--- src/rtl/mem_arbiter.sv ---
// Two-requester memory arbiter: instruction fetch and load/store share one
// memory port, with alternating priority on ties and a per-access timeout.
module mem_arbiter #(
  parameter int unsigned ADDR_WIDTH = 32,
  parameter int unsigned DATA_WIDTH = 32,
  parameter int unsigned TIMEOUT    = 15
) (
  input  logic                  iClk,
  input  logic                  iRstN,
  input  logic                  iFetchReq,
  input  logic [ADDR_WIDTH-1:0] iFetchAddr,
  output logic [DATA_WIDTH-1:0] oFetchData,
  output logic                  oFetchValid,
  input  logic                  iDataReq,
  input  logic                  iDataWe,
  input  logic [ADDR_WIDTH-1:0] iDataAddr,
  input  logic [DATA_WIDTH-1:0] iDataWData,
  input  logic [3:0]            iDataCtrl,
  output logic [DATA_WIDTH-1:0] oDataRData,
  output logic                  oDataValid,
  output logic                  oErr,
  output logic                  oMemReq,
  output logic                  oMemWe,
  output logic [ADDR_WIDTH-1:0] oMemAddr,
  output logic [DATA_WIDTH-1:0] oMemWData,
  output logic [3:0]            oMemCtrl,
  input  logic                  iMemReady,
  input  logic [DATA_WIDTH-1:0] iMemRData
);

  localparam int unsigned CNT_W = 8;
  localparam logic [CNT_W-1:0] WAIT_LAST = CNT_W'(TIMEOUT - 1);

  typedef enum logic [1:0] {
    S_IDLE  = 2'd0,
    S_FETCH = 2'd1,
    S_DATA  = 2'd2
  } state_e;

  state_e                state_q, state_d;
  logic                  last_data_q, last_data_d;   // 1: last grant went to data
  logic [CNT_W-1:0]      wait_cnt_q, wait_cnt_d;
  logic                  mem_req_q, mem_req_d;
  logic                  mem_we_q, mem_we_d;
  logic [ADDR_WIDTH-1:0] mem_addr_q, mem_addr_d;
  logic [DATA_WIDTH-1:0] mem_wdata_q, mem_wdata_d;
  logic [3:0]            mem_ctrl_q, mem_ctrl_d;
  logic                  fetch_valid_q, fetch_valid_d;
  logic                  data_valid_q, data_valid_d;
  logic                  err_q, err_d;
  logic [DATA_WIDTH-1:0] fetch_data_q, fetch_data_d;
  logic [DATA_WIDTH-1:0] data_rdata_q, data_rdata_d;

  logic grant_fetch, grant_data, done, abort;
  logic arb_en, arb_fetch, arb_data;

  // State register
  always_ff @(posedge iClk or negedge iRstN) begin
    if (!iRstN) begin
      state_q     <= S_IDLE;
      last_data_q <= 1'b0;
    end else begin
      state_q     <= state_d;
      last_data_q <= last_data_d;
    end
  end

  // Next state: completion/timeout detection and grant selection
  always_comb begin
    state_d     = state_q;
    last_data_d = last_data_q;
    grant_fetch = 1'b0;
    grant_data  = 1'b0;
    done        = 1'b0;
    abort       = 1'b0;
    arb_en      = 1'b0;
    arb_fetch   = 1'b0;
    arb_data    = 1'b0;
    case (state_q)
      S_IDLE: begin
        arb_en    = 1'b1;
        arb_fetch = iFetchReq;
        arb_data  = iDataReq;
      end
      S_FETCH, S_DATA: begin
        if (iMemReady) begin
          // Back-to-back: the requester just served does not compete
          done      = 1'b1;
          arb_en    = 1'b1;
          arb_fetch = iFetchReq && (state_q != S_FETCH);
          arb_data  = iDataReq && (state_q != S_DATA);
          state_d   = S_IDLE;
        end else if (wait_cnt_q == WAIT_LAST) begin
          abort   = 1'b1;
          state_d = S_IDLE;
        end
      end
      default: state_d = S_IDLE;
    endcase
    if (arb_en) begin
      if (arb_fetch && arb_data) begin
        grant_data  = !last_data_q;
        grant_fetch = last_data_q;
      end else begin
        grant_fetch = arb_fetch;
        grant_data  = arb_data;
      end
    end
    if (grant_fetch) begin
      state_d     = S_FETCH;
      last_data_d = 1'b0;
    end else if (grant_data) begin
      state_d     = S_DATA;
      last_data_d = 1'b1;
    end
  end

  // Outputs: command latch, wait counter, read data capture and pulses
  always_comb begin
    wait_cnt_d    = wait_cnt_q;
    mem_req_d     = (state_d != S_IDLE);
    mem_we_d      = mem_we_q;
    mem_addr_d    = mem_addr_q;
    mem_wdata_d   = mem_wdata_q;
    mem_ctrl_d    = mem_ctrl_q;
    fetch_valid_d = 1'b0;
    data_valid_d  = 1'b0;
    err_d         = 1'b0;
    fetch_data_d  = fetch_data_q;
    data_rdata_d  = data_rdata_q;
    if ((state_q != S_IDLE) && !iMemReady) begin
      wait_cnt_d = wait_cnt_q + CNT_W'(1);
    end
    if (done || abort) begin
      err_d = abort;
      if (state_q == S_FETCH) begin
        fetch_valid_d = 1'b1;
        fetch_data_d  = abort ? '0 : iMemRData;
      end else begin
        data_valid_d = 1'b1;
        if (abort) begin
          data_rdata_d = '0;
        end else if (!mem_we_q) begin
          data_rdata_d = iMemRData;
        end
      end
    end
    if (grant_fetch) begin
      wait_cnt_d  = '0;
      mem_we_d    = 1'b0;
      mem_addr_d  = iFetchAddr;
      mem_wdata_d = '0;
      mem_ctrl_d  = 4'd0;
    end else if (grant_data) begin
      wait_cnt_d  = '0;
      mem_we_d    = iDataWe;
      mem_addr_d  = iDataAddr;
      mem_wdata_d = iDataWData;
      mem_ctrl_d  = iDataCtrl;
    end
  end

  // Datapath and output registers
  always_ff @(posedge iClk or negedge iRstN) begin
    if (!iRstN) begin
      wait_cnt_q    <= '0;
      mem_req_q     <= 1'b0;
      mem_we_q      <= 1'b0;
      mem_addr_q    <= '0;
      mem_wdata_q   <= '0;
      mem_ctrl_q    <= 4'd0;
      fetch_valid_q <= 1'b0;
      data_valid_q  <= 1'b0;
      err_q         <= 1'b0;
      fetch_data_q  <= '0;
      data_rdata_q  <= '0;
    end else begin
      wait_cnt_q    <= wait_cnt_d;
      mem_req_q     <= mem_req_d;
      mem_we_q      <= mem_we_d;
      mem_addr_q    <= mem_addr_d;
      mem_wdata_q   <= mem_wdata_d;
      mem_ctrl_q    <= mem_ctrl_d;
      fetch_valid_q <= fetch_valid_d;
      data_valid_q  <= data_valid_d;
      err_q         <= err_d;
      fetch_data_q  <= fetch_data_d;
      data_rdata_q  <= data_rdata_d;
    end
  end

  assign oMemReq     = mem_req_q;
  assign oMemWe      = mem_we_q;
  assign oMemAddr    = mem_addr_q;
  assign oMemWData   = mem_wdata_q;
  assign oMemCtrl    = mem_ctrl_q;
  assign oFetchValid = fetch_valid_q;
  assign oDataValid  = data_valid_q;
  assign oErr        = err_q;
  assign oFetchData  = fetch_data_q;
  assign oDataRData  = data_rdata_q;

endmodule
--- config.mk ---
export PLATFORM = sky130hd
export DESIGN_NAME = mem_arbiter
export DESIGN_NICKNAME = d
export VERILOG_FILES = /design/src/rtl/mem_arbiter.sv
export SDC_FILE = /design/constraint.sdc
export NUM_CORES = 1
export LEC_CHECK = 0
export CORE_UTILIZATION = 30
export DETAILED_ROUTE_END_ITERATION = 8
export MAX_ROUTING_LAYER = met4
export PLACE_DENSITY = 0.73
export SLEW_MARGIN = 20
export SYNTH_ARGS = -nofsm -noshare
export SYNTH_HDL_FRONTEND = slang
export SYNTH_SLANG_ARGS = --single-unit
--- constraint.sdc ---
create_clock -name iClk -period 2 [get_ports iClk]
set_input_delay 0.6 -clock iClk [delete_from_list [all_inputs] [get_ports iClk]]
set_output_delay 0.6 -clock iClk [all_outputs]
set_load 0.005 [all_outputs]
# --- Word level (Yosys, flattened, before mapping) ---
# Index checks and enable logic that the tools add are counted.
totals:
  reg_bits: 148
  input_bits: 138
  out_inout_bits: 137
classes:
  add_sub_neg: 1
  eq_ne: 6
  n_mux: 40
  n_bitwise: 1
  n_reduce_logical: 15
op_table:
  columns: ["op", "count"]
  rows:
  - ["two-way mux 32 bit", 7]
  - ["two-way mux 8 bit", 3]
  - ["two-way mux 1 bit", 20]
  - ["adder 8 x 1 -> 8 bit, second input constant", 1]
  - ["== test 8 x 4 -> 1 bit, second input constant", 1]
  - ["two-way mux 2 bit", 4]
  - ["two-way mux 4 bit", 2]
  - ["one-hot mux 1 bit (2 select lines)", 3]
  - ["nonzero test 2 bit", 3]
  - ["logical AND 1 bit", 4]
  - ["!= test 2 x 1 -> 1 bit, second input constant", 2]
  - ["one-hot mux 2 bit (2 select lines)", 1]
  - ["AND reduction 3 bit", 1]
  - ["nonzero test 3 bit", 1]
  - ["== test 2 x 1 -> 1 bit, second input constant", 1]
  - ["== test 2 bit, second input constant", 1]
  - ["logical NOT 1 bit", 2]
  - ["logical NOT 2 bit", 1]
  - ["!= test 2 bit, second input constant", 1]
  - ["AND reduction 2 bit", 1]
  - ["OR reduction 2 bit", 1]
  - ["logical OR 1 bit", 1]
  - ["NOT 1 bit", 1]

# --- Logic depth before layout (Yosys ltp) ---
# Gate-level depths: netlist (run 1).
depth:
  depth_word: 10
  ltp_mapped: 9

# --- Worst setup path before layout (run 1) ---
# Ideal clock, no wire load.
synth_path:
  kind: "register to register"
  startpoint: "register state_q[1]"
  endpoint: "register mem_addr_q[10], in the netlist oMemAddr[10]"
  setup_ns: 0.126
  t_arrival_ns: 1.865
  required_time_ns: 1.874
  setup_slack_ns: 0.009
  path_stages_with_launch: 9
  path_buffers: 2
  path_cell_list: "dfrtp_1 > inv_1 > ha_1 > clkbuf_1 > nor2b_1 > o311ai_2 > buf_2 > nor3_1 > a221o_1"
synth_between:
  elab_chain_len: 8
  elab_cells_between_ends: 20
  classes_between: "4 x eq/ne; 10 x mux; 6 x reduce/logical"
synth_lines:
  columns: ["item", "line", "text"]
  rows:
  - ["from (decl)", "40", "state_e state_q, state_d;"]
  - ["from (signal assigned)", "63", "state_q <= state_d;"]
  - ["!= test 2 x 1 -> 1 bit or != test 2 bit (tied branches)", "90, 91", null]
  - ["logical AND 1 bit (on tied branches)", "90, 91", null]
  - ["two-way mux 1 bit", "86", "if (iMemReady) begin"]
  - ["one-hot mux 1 bit (2 select lines)", "79", "case (state_q)"]
  - ["logical AND 1 bit", "101", "if (arb_fetch && arb_data) begin"]
  - ["two-way mux 1 bit", "101", null]
  - ["two-way mux 1 bit", "100", "if (arb_en) begin"]
  - ["two-way mux 32 bit or nonzero test 2 bit (tied branches)", null, null]
  - ["to (signal assigned)", "181", "mem_addr_q <= mem_addr_d;"]
  - ["to (decl)", "45", "logic [ADDR_WIDTH-1:0] mem_addr_q, mem_addr_d;"]
# Several ways; a longest one is shown, not always the timed one.
# A chain may end at the register's enable or synchronous reset.

# --- Final worst setup path (run 1) ---
layout_path:
  startpoint: "register state_q[1]"
  endpoint: "register state_q[0]"
layout_between:
  elab_chain_len: 9
  elab_cells_between_ends: 21
  classes_between: "4 x eq/ne; 12 x mux; 5 x reduce/logical"
layout_lines:
  columns: ["item", "line", "text"]
  rows:
  - ["!= test 2 x 1 -> 1 bit or != test 2 bit (tied branches)", "90, 91", null]
  - ["logical AND 1 bit (on tied branches)", "90, 91", null]
  - ["two-way mux 1 bit", "86", null]
  - ["one-hot mux 1 bit (2 select lines)", "79", null]
  - ["logical AND 1 bit", "101", null]
  - ["two-way mux 1 bit", "101", null]
  - ["two-way mux 1 bit", "100", null]
  - ["two-way mux 2 bit", "112", "end else if (grant_data) begin"]
  - ["two-way mux 2 bit *", "109", "if (grant_fetch) begin"]
  - ["via state_d[0]", "40", null]
# The timed path passes the listed nets; every way through them passes the cells marked *.

==> results of run 1 <==
-- final cells by class --
class	instances	area [um2]
multi-input combinational	266	1988
clock buffer	20	446.7
sequential	148	3704
tap	265	331.6
fill	1739	9638
timing repair buffer	313	3199
inverter	71	266.5
clock inverter	12	143.9
-- logic make-up after synthesis --
| logic type | Yosys count | share of synthesized area |
|---|---|---|
| xor gates and xnor gates | 7 | 0.01005 |
| adders and majority gates | 6 | 0.01230 |
| DFF | 148 | 0.6071 |
| and+or+nand+nor | 105 | 0.09516 |
| buffers and inverters | 115 | 0.07609 |
| AOI/OAI and AO/OA | 148 | 0.1993 |
-- stage by stage --
step	area [um2]	cells	power (W)	hold slack (ns)	setup TNS (ns)
after floorplan	6101	529	0.008004	0.3044	0
after global placement	9399	1061	0.01213	0.4818	-20.27
after detailed placement	9399	1061	0.01229	0.4809	-22.41
after CTS	9988	1093	0.01561	0.07981	0
after global routing	10080	1095	0.01660	0.09645	-0.01524
final	10080	1095	0.01556	0.09051	0
-- cells in the mapped netlist, types with 2 or more instances --
library cell  number  area, um2
a21oi_1            3      15.01
a221o_1           32      320.3
a22o_1            69      604.3
buf_2              8      40.04
buf_6              3      33.78
clkbuf_1          33      123.9
dfrtp_1          148       3704
ha_1               6      75.07
inv_1             71      266.5
nand2_1            6      22.52
nand2b_1           2      12.51
nand4_1           37      231.5
nor2_1            12      45.04
nor2b_1            2      12.51
nor3_1            34      170.2
o211a_1            2      20.02
o21ai_0           35      175.2
or3_1              2      12.51
xor2_1             6      52.55
-- routing by layer --
layer,up-vias,GRT usage,share of wire,wire [um]
met5,-,-,0,0
met4,0,0.06260,0.016,311
met3,21,0.06391,0.089,1759
met2,243,0.3183,0.48,9545
met1,2679,0.2241,0.41,8170
li1,2506,-,-,-
-- timing repair --
action / in CTS / in global routing
resized for setup: 1 / 11
pin swaps: 0 / 1
hold buffers: 0 / 0
buffers inserted: 0 / 1
gates cloned: 0 / 1
setup endpoints to repair: 1 / 71
-- power groups by stage --
stage / clock network [W] / logic [W] / registers (W)
floorplan: 0 / 0.00290 / 0.00511
global placement: 0 / 0.00703 / 0.00510
detailed placement: 0 / 0.00721 / 0.00508
CTS: 0.00330 / 0.00721 / 0.00510
global route: 0.00345 / 0.00791 / 0.00524
finish: 0.00320 / 0.00727 / 0.00509
-- worst max path at each step --
stage	to	startpoint	depth (start not counted)	slack [ns]
CTS	oMemAddr[25]$_DFFE_PN0P_	state_q[0]$_DFF_PN0_	7	0.02
floorplan	oMemAddr[10]$_DFFE_PN0P_	state_q[1]$_DFF_PN0_	8	0.009
detailed placement	oMemAddr[25]$_DFFE_PN0P_	iFetchReq	6	-0.30
global placement	oMemWData[27]$_DFFE_PN0P_	iMemReady	7	-0.26
finish	state_q[0]$_DFF_PN0_	state_q[1]$_DFF_PN0_	8	0.04
global route	state_q[0]$_DFF_PN0_	state_q[1]$_DFF_PN0_	8	-0.02
-- state kept, by name, summed over array words and instances, names as in the netlist --
name,flops
oErr,1
oMemAddr,32
last_data_q,1
oMemReq,1
wait_cnt_q,8
state_q,2
oDataValid,1
oDataRData,32
oMemCtrl,4
oFetchData,32
oFetchValid,1
oMemWe,1
oMemWData,32
-- worst max-delay path: stages, from the launching register on --
cell	delay [ns]
dfrtp_1	0.38
inv_1	0.14
ha_4	0.19
nand2b_2	0.18
o311ai_4	0.12
buf_12	0.16
clkbuf_16	0.16
or2_2	0.30
a31o_1	0.22
-- cell usage in the layout, fill, tap and decap left out, types with 2 or more instances in the layout --
cell type / synthesis / routed
clkbuf_16: 0 / 18
clkinvlp_4: 0 / 3
buf_4: 0 / 26
clkbuf_1: 33 / 2
o21ai_0: 35 / 35
clkdlybuf4s50_1: 0 / 270
nand2_1: 6 / 5
o211a_1: 2 / 2
ha_4: 0 / 2
buf_6: 3 / 2
nand4_1: 37 / 37
nor2_1: 12 / 12
a22o_1: 69 / 69
or3_1: 2 / 2
dlymetal6s2s_1: 0 / 2
bufinv_16: 0 / 2
nor3_1: 34 / 33
ha_1: 6 / 4
xor2_1: 6 / 6
a21oi_1: 3 / 3
dfrtp_1: 148 / 148
buf_12: 0 / 11
clkinv_4: 0 / 3
inv_1: 71 / 71
a221o_1: 32 / 32
inv_6: 0 / 4
==> results.yml, run 1 <==
placed_design:
  io_buffers: 274
  gp_congestion: 0.7743
  hpwlAfterDp_mm: 13.58
  pre_cts_ws_ns: -0.3041
setup_path:
  critPathMaxFanout: 13
  reg2reg_slack_ns: 0.04
  worstPathArrival_ns: 2.27
  ff2ff_path_depth: 8
  reg2reg_from: "state_q[1]$_DFF_PN0_"
  startpoint_type: "flip-flop"
  cp.required_ns: 2.30
  worst-setup-path-type: "reg -> reg"
  r2r-end: "state_q[0]$_DFF_PN0_"
  cp-end-kind: "flip-flop"
final_layout:
  utilization: 0.5112
  syn_to_final_growth_pct: 65.22
  layout-drive-gt1-share: 0.09759
  antenna_cells: 0
  num-nets-final: 961
global_route:
  grt_max_degree: 47
  grt.total_usage: 0.1943
  grt_remaining_overflow: 0
  grt_pass1_vias: 5519
  grt_pass1_wl_mm: 29.37
  antenna_found_initial: 0
pwr:
  power_switching_w: 0.005170
  power_density_nw_per_um2: 1544
  netSwitchingFraction: 0.3323
  p_seq_frac: 0.327
  p_comb_frac: 0.467
  p_leak_nw: 4.505
  clockPowerShare: 0.206
  internal_power_w: 0.01039
  ir_drop_v: 0.0006961
clocking:
  cts_tree: "yes"
  clock_latency_ns: 0.42
  numCtsBuffers: 17
  cts_max_level: 4
  clk_path_buf_depth: 2
  clkTransAtPathRegs_ns: 0.06
  clock-root-buffer: "clkbuf_16"
  clock_sinks: 148
die:
  core_area_um2: 19720
  die_h_um: 144.6
  std_cell_rows: 51
  chipWidth_um: 144.6
  initial_utilization: 0.3094
  dieArea_um2: 20910
  ios: 275
logic_synthesis:
  seq_area_frac_synth: 0.6071
  syn_inst: 529
  synth_async_sr_flop_share: 1.000
  yosys_warnings: 0
  synth.distinct_cells: 37
  netlist_area_um2: 6101
  synth_edf_count: 0
  ys.flop_type: "dfrtp_1"
  synth_fp_nets: 673
  synth_seq_cells: 148
  avgSynthCellArea_um2: 11.53
min_path:
  min_path_type: "in -> async"
timing:
  tightest_slew_ns: 0.4148
  period_minus_slack_ns: 1.960
  finalSetupViolCount: 0
  max_slew_margin: 0.7235
  finalCritPeriodShare: 0.9802
  finClkSkew_ns: 0.01088
  drv_slew: 0
  finalHoldViolations: 0
  fmax_mhz: 510.1
  fin_ws_ns: 0.03964
routing:
  ant_nets: 0
  drtIter0Drc: 217
  drtPass1Iterations: 4
  vias_per_cell: 4.976
  wl_mm: 19.79
  drc: 0
  wl_per_cell_um: 18.07
  vias: 5449
flow_run:
  cap_violations: 0
status:
  status: "finished clean"
Note: power is estimated with default switching activity, not from simulation.
==> run 2: changes to the inputs <==
--- a/config.mk
+++ b/config.mk
@@ -5,6 +5,7 @@
 export SDC_FILE = /design/constraint.sdc
 export NUM_CORES = 1
 export LEC_CHECK = 0
+export CAP_MARGIN = 20
 export CORE_UTILIZATION = 30
 export DETAILED_ROUTE_END_ITERATION = 8
 export MAX_ROUTING_LAYER = met4
==> constraint.sdc (replaced) <==
create_clock -name iClk -period 2 [get_ports iClk]
set_input_delay 0.5 -clock iClk [delete_from_list [all_inputs] [get_ports iClk]]
set_output_delay 0.5 -clock iClk [all_outputs]
set_load 0.005 [all_outputs]
==> run 2 against run 1 <==
  * Final area down 1.0%
  * Global-route usage is 0.40 points lower
  * Highest routed layer unchanged
  * Final cell count fell by 0.37%
  * Largest power group unchanged
  * Critical path type unchanged
==> results.yml, run 2 (same netlist as run 1, synthesis figures left out) <==
status:
  status: "finished clean"
routing:
  vias_per_cell: 4.965
  ant_nets: 0
  drtIter0Drc: 238
  wl_per_cell_um: 17.64
  drc: 0
  vias: 5417
  drtPass1Iterations: 4
  wl_mm: 19.25
setup_path:
  reg2reg_slack_ns: 0.09
  reg2reg_from: "state_q[0]$_DFF_PN0_"
  worstPathArrival_ns: 2.21
  worst-setup-path-type: "reg -> reg"
  startpoint_type: "flip-flop"
  r2r-end: "oMemCtrl[2]$_DFFE_PN0P_"
  ff2ff_path_depth: 7
  startpoint: "state_q[0]$_DFF_PN0_"
  critPathMaxFanout: 37
  cp-end-kind: "flip-flop"
  cp.required_ns: 2.30
global_route:
  grt_max_degree: 56
  grt.total_usage: 0.1904
  grt_remaining_overflow: 0
  antenna_found_initial: 0
  grt_pass1_vias: 5481
  grt_pass1_wl_mm: 29.19
timing:
  drv_slew: 0
  finalCritPeriodShare: 0.9574
  finClkSkew_ns: 0.008885
  tightest_slew_ns: 0.4305
  grt_setup_unrepaired: "false"
  finalSetupViolCount: 0
  fin_ws_ns: 0.08524
  max_slew_margin: 0.7130
  fmax_mhz: 522.3
  final.setup.tns_ns: 0
  period_minus_slack_ns: 1.915
  finalHoldViolations: 0
placed_design:
  pre_cts_ws_ns: -0.2146
  hpwlAfterDp_mm: 13.16
  gp_congestion: 0.8036
  io_buffers: 274
final_layout:
  final_common_cell: "clkdlybuf4s50_1"
  antenna_cells: 0
  regArea_um2: 3704
  multi_input_area_um2: 1963
  layout-drive-gt1-share: 0.09443
  nFillCells: 1734
  layout_common_cells: "clkdlybuf4s50_1, dfrtp_1, inv_1, a22o_1, nand4_1"
  syn_to_final_growth_pct: 63.49
  num-nets-final: 957
clocking:
  cts_max_level: 4
  numCtsBuffers: 17
  clock_latency_ns: 0.42
  clock_sinks: 148
  clock-root-buffer: "clkbuf_16"
  clkTransAtPathRegs_ns: 0.06
  clk_path_buf_depth: 2
  cts_tree: "yes"
  cts_setup_buffers: 0
min_path:
  whs_path_depth: 1
  min_path_type: "reg -> reg"
  min_from: "oMemWData[28]$_DFFE_PN0P_"
  hold-path-endpoint: "oMemWData[28]$_DFFE_PN0P_"
die:
  chipWidth_um: 144.6
  dieArea_um2: 20910
  std_cell_rows: 51
  ios: 275
  initial_utilization: 0.3094
  die_h_um: 144.6
  core_area_um2: 19720
pwr:
  power.total_w: 0.01534
  ir_drop_v: 0.0006731
  p_leak_nw: 4.437
  power_density_nw_per_um2: 1538
flow_run:
  cap_violations: 0
[run 2: how the worst max path moves through the flow]
stage	to	slack, ns
3_5_place_dp	oMemAddr[7]$_DFFE_PN0P_	-0.21
6_report	oMemCtrl[2]$_DFFE_PN0P_	0.09
2_1_floorplan	oMemAddr[10]$_DFFE_PN0P_	0.009
4_1_cts	oMemAddr[7]$_DFFE_PN0P_	0.06
3_3_place_gp	state_q[0]$_DFF_PN0_	-0.17
5_1_grt	state_q[0]$_DFF_PN0_	0.007
[run 2: repair_timing]
| action | in CTS | in global routing |
|---|---|---|
| hold buffers | 1 | 0 |
| hold endpoints to repair | 27 | 0 |
| endpoints found under the setup margin | 0 | 33 |
| resized for setup | 0 | 7 |
[run 2: report_power, final]
part / leakage (nW) / switching [W] / internal [W]
logic: 2.30 / 0.00303 / 0.00408
registers: 1.86 / 0.000763 / 0.00430
clock network: 0.278 / 0.00138 / 0.00178
total: 4.44 / 0.00517 / 0.0102
[run 2: per-layer routing]
metal  up-vias  track usage  share of wire
met5         -            -              0
met2       238       0.3105           0.48
met3        20      0.05430          0.086
met1      2671       0.2266           0.42
met4         0      0.05983          0.013
li1       2488            -              -
[run 2: final cells by class]
| cell class | instances | share of cell area |
|---|---|---|
| multi-input cells | 266 | 0.1968 |
| clock buffers | 18 | 0.04403 |
| clock inverters | 14 | 0.01417 |
| inverters | 71 | 0.02672 |
| repair buffers | 309 | 0.3137 |
| flip-flops and latches | 148 | 0.3713 |
| well taps | 265 | 0.03324 |
[run 2: per-stage QoR]
stage          cells    util  hold slack, ns  instance area [um2]
2_1_floorplan    529       -          0.2044                 6101
3_3_place_gp    1058  0.4749          0.4023                 9364
3_5_place_dp    1058  0.4749          0.4088                 9364
4_1_cts         1091  0.5049          0.5027                 9955
5_1_grt         1091  0.5059          0.5129                 9975
6_report        1091  0.5059          0.4958                 9975
[run 2: critical path, stage by stage (launching register included)]
cell and delay, ns:
dfrtp_1 0.38, buf_4 0.15, ha_2 0.19, nor2b_2 0.17, o311ai_4 0.32, nor2_2 0.10, buf_12 0.18, a22o_1 0.26
